## config.mk

```make
export PLATFORM = sky130hd
export DESIGN_NAME = scan_keypad_hex
export DESIGN_NICKNAME = d
export VERILOG_FILES = /design/src/rtl/kbd_pkg.sv /design/src/rtl/sync_2ff.sv /design/src/rtl/scan_keypad_hex.sv
export SDC_FILE = /design/constraint.sdc
export NUM_CORES = 1
export LEC_CHECK = 0
export BUFFER_PORTS_ARGS = -buffer_cell sky130_fd_sc_hd__buf_2
export CORE_UTILIZATION = 59
export CTS_CLUSTER_SIZE = 16
export DETAILED_ROUTE_END_ITERATION = 10
export GPL_TIMING_DRIVEN = 0
export PLACE_DENSITY = 0.89
export SYNTH_ARGS = -nofsm -noshare
export SYNTH_HDL_FRONTEND = slang
export SYNTH_SLANG_ARGS = --single-unit
```

## constraint.sdc

```tcl
create_clock -name clk -period 3.7 [get_ports clk]
set_input_delay 0.37 -clock clk [delete_from_list [all_inputs] [get_ports clk]]
set_output_delay 0.37 -clock clk [all_outputs]
set_load 0.005 [all_outputs]
```

## src/rtl/kbd_pkg.sv

```systemverilog
// Shared types and constants for the 4x4 hex keypad scanner: FSM state encoding,
// per-frame scan result, row drive pattern table and key code packing.
package kbd_pkg;

    typedef logic [1:0] kbd_state_t;
    localparam kbd_state_t ST_IDLE     = 2'd0;
    localparam kbd_state_t ST_DEBOUNCE = 2'd1;
    localparam kbd_state_t ST_HELD     = 2'd2;

    typedef enum logic [1:0] {
        RES_NONE  = 2'd0,
        RES_KEY   = 2'd1,
        RES_MULTI = 2'd2
    } frame_res_e;

    // Active-low row drive, indexed by the row being scanned.
    localparam logic [3:0] ROW_DRIVE [0:3] = '{4'b1110, 4'b1101, 4'b1011, 4'b0111};

    function automatic logic [3:0] pack_code(input logic [1:0] row, input logic [1:0] col);
        return {row, col};
    endfunction

endpackage

```

## src/rtl/sync_2ff.sv

```systemverilog
// Two-flop synchronizer for asynchronous level inputs; resets to all-ones so that
// pulled-up, active-low inputs read as idle while in reset.
module sync_2ff #(
    parameter int WIDTH = 1
) (
    input  logic             clk,
    input  logic             rst_n,
    input  logic [WIDTH-1:0] d_i,
    output logic [WIDTH-1:0] q_o
);

    logic [WIDTH-1:0] meta_q;
    logic [WIDTH-1:0] sync_q;

    always_ff @(posedge clk or negedge rst_n) begin
        if (!rst_n) begin
            meta_q <= '1;
            sync_q <= '1;
        end else begin
            meta_q <= d_i;
            sync_q <= meta_q;
        end
    end

    assign q_o = sync_q;

endmodule

```

## src/rtl/scan_keypad_hex.sv

```systemverilog
// 4x4 hex keypad scanner: row-at-a-time drive, whole-frame debounce of presses and
// releases, one key code per press delivered on a valid/ready output register.
module scan_keypad_hex
    import kbd_pkg::*;
#(
    parameter int SCAN_DIV_W      = 12,
    parameter int DEBOUNCE_FRAMES = 3
) (
    input  logic       clk,
    input  logic       rst_n,
    output logic [3:0] row_n,
    input  logic [3:0] col_n,
    output logic [3:0] key_code,
    output logic       key_valid,
    input  logic       key_ready,
    output logic       key_pressed,
    output logic       overrun,
    input  logic       ovr_clr,
    output logic [1:0] dbg_state_o
);

    localparam logic [3:0] DF = 4'(DEBOUNCE_FRAMES);

    logic [SCAN_DIV_W-1:0] div_q, div_d;
    logic [1:0]            row_q, row_d;
    logic [3:0]            col_s;
    logic [3:0]            closed;
    logic                  slot_end;
    logic                  frame_end;
    logic [1:0]            slot_hits;
    logic [1:0]            slot_col;
    logic [1:0]            acc_hits_q, acc_hits_d;
    logic [3:0]            acc_code_q, acc_code_d;
    logic [2:0]            tot_hits;
    logic [3:0]            frame_code;
    frame_res_e            frame_res;
    kbd_state_t            state_q, state_d;
    logic [3:0]            cnt_q, cnt_d;
    logic [3:0]            rel_q, rel_d;
    logic [3:0]            cand_q, cand_d;
    logic                  accept;
    logic [3:0]            key_code_q, key_code_d;
    logic                  key_valid_q, key_valid_d;
    logic                  overrun_q, overrun_d;

    sync_2ff #(.WIDTH(4)) u_col_sync (
        .clk  (clk),
        .rst_n(rst_n),
        .d_i  (col_n),
        .q_o  (col_s)
    );

    assign closed    = ~col_s;
    assign slot_end  = &div_q;
    assign frame_end = slot_end && (row_q == 2'd3);
    assign div_d     = div_q + SCAN_DIV_W'(1);
    assign row_d     = slot_end ? row_q + 2'd1 : row_q;

    // Closures seen in the current slot, saturated at two (two already means MULTI).
    always_comb begin
        slot_hits = 2'd0;
        slot_col  = 2'd0;
        for (int c = 0; c < 4; c++) begin
            if (closed[c]) begin
                if (slot_hits != 2'd2) slot_hits = slot_hits + 2'd1;
                slot_col = 2'(c);
            end
        end
    end

    assign tot_hits   = {1'b0, acc_hits_q} + {1'b0, slot_hits};
    assign frame_code = (acc_hits_q != 2'd0) ? acc_code_q : pack_code(row_q, slot_col);

    always_comb begin
        if (tot_hits == 3'd0)      frame_res = RES_NONE;
        else if (tot_hits == 3'd1) frame_res = RES_KEY;
        else                       frame_res = RES_MULTI;
    end

    always_comb begin
        acc_hits_d = acc_hits_q;
        acc_code_d = acc_code_q;
        if (frame_end) begin
            acc_hits_d = 2'd0;
            acc_code_d = 4'd0;
        end else if (slot_end) begin
            acc_hits_d = (tot_hits > 3'd2) ? 2'd2 : tot_hits[1:0];
            acc_code_d = frame_code;
        end
    end

    // Debounce FSM; it only moves on frame boundaries.
    always_comb begin
        state_d = state_q;
        cnt_d   = cnt_q;
        rel_d   = rel_q;
        cand_d  = cand_q;
        accept  = 1'b0;
        if (frame_end) begin
            case (state_q)
                ST_IDLE: begin
                    if (frame_res == RES_KEY) begin
                        cand_d = frame_code;
                        if (DF == 4'd1) begin
                            accept  = 1'b1;
                            state_d = ST_HELD;
                            cnt_d   = 4'd0;
                            rel_d   = 4'd0;
                        end else begin
                            state_d = ST_DEBOUNCE;
                            cnt_d   = 4'd1;
                        end
                    end
                end
                ST_DEBOUNCE: begin
                    if (frame_res == RES_KEY && frame_code == cand_q) begin
                        if (cnt_q + 4'd1 == DF) begin
                            accept  = 1'b1;
                            state_d = ST_HELD;
                            cnt_d   = 4'd0;
                            rel_d   = 4'd0;
                        end else begin
                            cnt_d = cnt_q + 4'd1;
                        end
                    end else begin
                        state_d = ST_IDLE;
                        cnt_d   = 4'd0;
                    end
                end
                ST_HELD: begin
                    if (frame_res == RES_NONE) begin
                        if (rel_q + 4'd1 == DF) begin
                            state_d = ST_IDLE;
                            rel_d   = 4'd0;
                        end else begin
                            rel_d = rel_q + 4'd1;
                        end
                    end else begin
                        rel_d = 4'd0;
                    end
                end
                default: begin
                    state_d = ST_IDLE;
                    cnt_d   = 4'd0;
                    rel_d   = 4'd0;
                end
            endcase
        end
    end

    // Handshake: a key is transferred on any cycle with key_valid & key_ready; key_valid
    // then drops unless a new key is accepted that same cycle (new key wins, no overrun).
    // Accepting over an untaken key overwrites it and sets sticky overrun (set beats ovr_clr).
    always_comb begin
        key_code_d  = key_code_q;
        key_valid_d = key_valid_q;
        overrun_d   = overrun_q;
        if (ovr_clr) overrun_d = 1'b0;
        if (accept) begin
            key_code_d  = cand_d;
            key_valid_d = 1'b1;
            if (key_valid_q && !key_ready) overrun_d = 1'b1;
        end else if (key_valid_q && key_ready) begin
            key_valid_d = 1'b0;
        end
    end

    always_ff @(posedge clk or negedge rst_n) begin
        if (!rst_n) begin
            div_q       <= '0;
            row_q       <= 2'd0;
            acc_hits_q  <= 2'd0;
            acc_code_q  <= 4'd0;
            state_q     <= ST_IDLE;
            cnt_q       <= 4'd0;
            rel_q       <= 4'd0;
            cand_q      <= 4'd0;
            key_code_q  <= 4'd0;
            key_valid_q <= 1'b0;
            overrun_q   <= 1'b0;
        end else begin
            div_q       <= div_d;
            row_q       <= row_d;
            acc_hits_q  <= acc_hits_d;
            acc_code_q  <= acc_code_d;
            state_q     <= state_d;
            cnt_q       <= cnt_d;
            rel_q       <= rel_d;
            cand_q      <= cand_d;
            key_code_q  <= key_code_d;
            key_valid_q <= key_valid_d;
            overrun_q   <= overrun_d;
        end
    end

    assign row_n       = ROW_DRIVE[row_q];
    assign key_code    = key_code_q;
    assign key_valid   = key_valid_q;
    assign key_pressed = (state_q == ST_HELD);
    assign overrun     = overrun_q;
    assign dbg_state_o = state_q;

endmodule

```

==> summary.txt <==
status: finished clean
final RePlAce weighted congestion: 0.834
# hold bufs at CTS: 0
Flop pwr share: 58.5%
Die H: 68.1 µm
Seq cells post-synth: 48
syn nets: 263
Gate Count Post-Synth: 240
Combinational Power Share: 5.6%
ys flop type: dfrtp_1
post-CTS sizing: 0
Antenna Violating Nets Remaining: 0
DR iter-0 viols: 84
Chip Width: 68.1 µm
Setup Skew: 0.00755 ns
Tightest Pin Transition: 1.02 ns
Core Util, Final: 70.2%
Critical Path Source Type: flop
vias in the first global route: 1,829
count of final setup violators: 0
Tmin final: 3.58 ns
fmax: 279 MHz
synth unique cells: 57
maximum vdd drop: 0.247 mV
global-route wire length before repair: 8160 µm
clk buf depth: 2
htree depth: 2
Int Power: 0.000702 W
Die Area: 4640 µm²
CP Class: reg -> reg
P_sw: 0.000211 W
sw frac: 23.2%
detailed-route vias per instance: 6.02
initial antenna violation count: 0
worst hold path class: in -> reg
CTS tree: yes
number of synthesized flops with an enable pin: 0
cell area after synthesis: 2580 µm²
Root Driver: clkbuf_8
WP data arrival: 3.77 ns
most common cell after layout, fill and taps aside: dfrtp_1
clock-pin slew on the worst setup and hold paths: 0.09 ns
final hold vios: 0
count of final max-slew check failures: 0
DP HPWL: 3670 µm
clock sink total: 48
initial cell density of the core: 63.2%
worst-path maximum fanout: 5
largest net degree at the start of global routing: 49
most frequent cells in the layout: 40 x dfrtp_1, 21 x buf_2, 18 x nand2_1
Ports: 21
WL final: 4980 µm
crit share post-route: 96.8%
Core Area: 4090 µm²
via count: 1,914
Syn Area/Cell: 10.8 µm²
nets: 290
Place WS: 0.0388 ns
relative slew slack: 31.8%
post-synthesis sequential area ratio: 46.9%
postcts setup bufs: 0
Area Growth Syn to Fin: 11.1%
Clk pwr share: 35.9%
GR Util All Layers: 24.2%
Ant. Diodes: 0
layout cells sized above 1: 24.3%
# rows: 23
endpoint class of the critical path: flop
worst-skew pair later-pin latency: 0.31 ns
max capacitance violation total: 0
Async SR Flop Fraction: 100%
global route overflow: 0
CP Data Required Time: 3.89 ns
Leak: 1.33 nW
final setup TNS: 0 ns
Final Total Pwr: 0.000913 W
Inserted Clock Buffers: 5
Syn. warnings: 0
worst setup margin: 0.118 ns
DRC violations left: 0
IO buf count: 20
Avg WL per Cell: 15.7 µm
Pwr Density: 318 nW/µm²
Pre-antenna DRT Iters: 4
## cells by family (layout without fill, tap and decap cells)
group	count (synthesis)	in the layout	share of synthesized area, %
compound gates	47	47	13.3
xor+xnor	16	16	5.43
fa+ha+maj	15	15	7.56
buf+inv	17	45	2.67
flops	48	48	46.9
mux	12	12	5.14
simple gates	85	85	19.0
## cell type report
| type | instances | area (µm²) |
|---|---|---|
| Buffer | 4 | 20.0 |
| Clock buffer | 6 | 82.6 |
| Clock inverter | 2 | 15.0 |
| Fill cell | 290 | 1220 |
| Inverter | 13 | 48.8 |
| Multi-Input combinational cell | 175 | 1330 |
| Sequential cell | 48 | 1210 |
| Tap cell | 50 | 62.6 |
| Timing Repair Buffer | 20 | 100 |
## flip-flops by register name, indices dropped and copies added, names as in the netlist, 2 cells and up
| signal | count |
|---|---|
| div_q | 12 |
| acc_code_q | 4 |
| cand_q | 4 |
| cnt_q | 4 |
| key_code | 4 |
| rel_q | 4 |
| u_col_sync.meta_q | 4 |
| u_col_sync.q_o | 4 |
| acc_hits_q | 2 |
| dbg_state_o | 2 |
| row_q | 2 |
## power groups by stage
stage | Combinational, W | Sequential [W] | Clock, W
2_1_floorplan | 0.0000276 | 0.000544 | 0
3_3_place_gp | 0.0000456 | 0.000544 | 0
3_5_place_dp | 0.0000477 | 0.000545 | 0
4_1_cts | 0.0000482 | 0.000535 | 0.000336
5_1_grt | 0.0000579 | 0.000535 | 0.000358
6_report | 0.0000507 | 0.000535 | 0.000328
## path summary, 6_finish.rpt
check,from,end,slack (ns),cells after the start
worst min register to register,u_col_sync.meta_q[1],u_col_sync.q_o[1],0.36,0
worst min-delay path,col_n[0],u_col_sync.meta_q[0],0.15,1
worst max register to register,u_col_sync.q_o[0],key_code[1],0.12,13
min in group asynchronous,rst_n,dbg_state_o[1],0.23,1
worst max-delay path,u_col_sync.q_o[0],key_code[1],0.12,13
max in group asynchronous,rst_n,cnt_q[2],2.82,1
## critical path, cell delays in order, from the launching register on
cell and delay (ns):
dfstp_2 0.54, inv_1 0.04, ha_1 0.29, mux2i_2 0.18, ha_1 0.17, nor2_1 0.04
a21oi_1 0.13, ha_1 0.19, fa_1 0.48, or3b_1 0.46, nor3_4 0.21, nand3_4 0.14
mux2_2 0.33, mux2_2 0.26
## per-stage QoR
step	hold WS, ns	cell area [µm²]	instances
after floorplan	0.0744	2580	240
after global placement	0.346	2740	310
after detailed placement	0.348	2740	310
after CTS	0.143	2840	318
after global routing	0.137	2870	318
final	0.152	2870	318
## per-layer routing
metal | up-vias | GRT usage [%] | part of all wire [%]
li1 | 933 | - | -
met1 | 934 | 30.9 | 46
met2 | 39 | 39.3 | 49
met3 | 8 | 6.00 | 4.1
met4 | 0 | 9.38 | 1.5
met5 | - | 0 | 0
## synthesized netlist by cell type (2+ instances only)
| library cell | count | share of area [%] |
|---|---|---|
| a21bo_2 | 2 | 0.78 |
| a21oi_1 | 7 | 1.4 |
| a22o_1 | 3 | 1.0 |
| a31oi_1 | 8 | 1.9 |
| a41oi_1 | 2 | 0.68 |
| and2_1 | 3 | 0.73 |
| and3_1 | 4 | 0.97 |
| clkbuf_1 | 2 | 0.29 |
| dfrtp_1 | 40 | 39 |
| dfstp_2 | 8 | 8.1 |
| ha_1 | 14 | 6.8 |
| inv_1 | 13 | 1.9 |
| mux2_2 | 10 | 4.4 |
| mux2i_1 | 2 | 0.78 |
| nand2_1 | 18 | 2.6 |
| nand2b_1 | 3 | 0.73 |
| nand3_1 | 12 | 2.3 |
| nand3b_1 | 2 | 0.58 |
| nand4_1 | 4 | 0.97 |
| nor2_1 | 11 | 1.6 |
| nor2_2 | 2 | 0.48 |
| nor2b_1 | 2 | 0.48 |
| nor3_1 | 7 | 1.4 |
| nor3_2 | 2 | 0.78 |
| o211ai_1 | 2 | 0.58 |
| o21ai_0 | 8 | 1.6 |
| o311ai_0 | 2 | 0.68 |
| o31ai_1 | 2 | 0.58 |
| or3_1 | 2 | 0.48 |
| or3b_1 | 2 | 0.68 |
| xnor2_1 | 9 | 3.1 |
| xor2_1 | 7 | 2.4 |
Power figures use the tool's default switching activity.
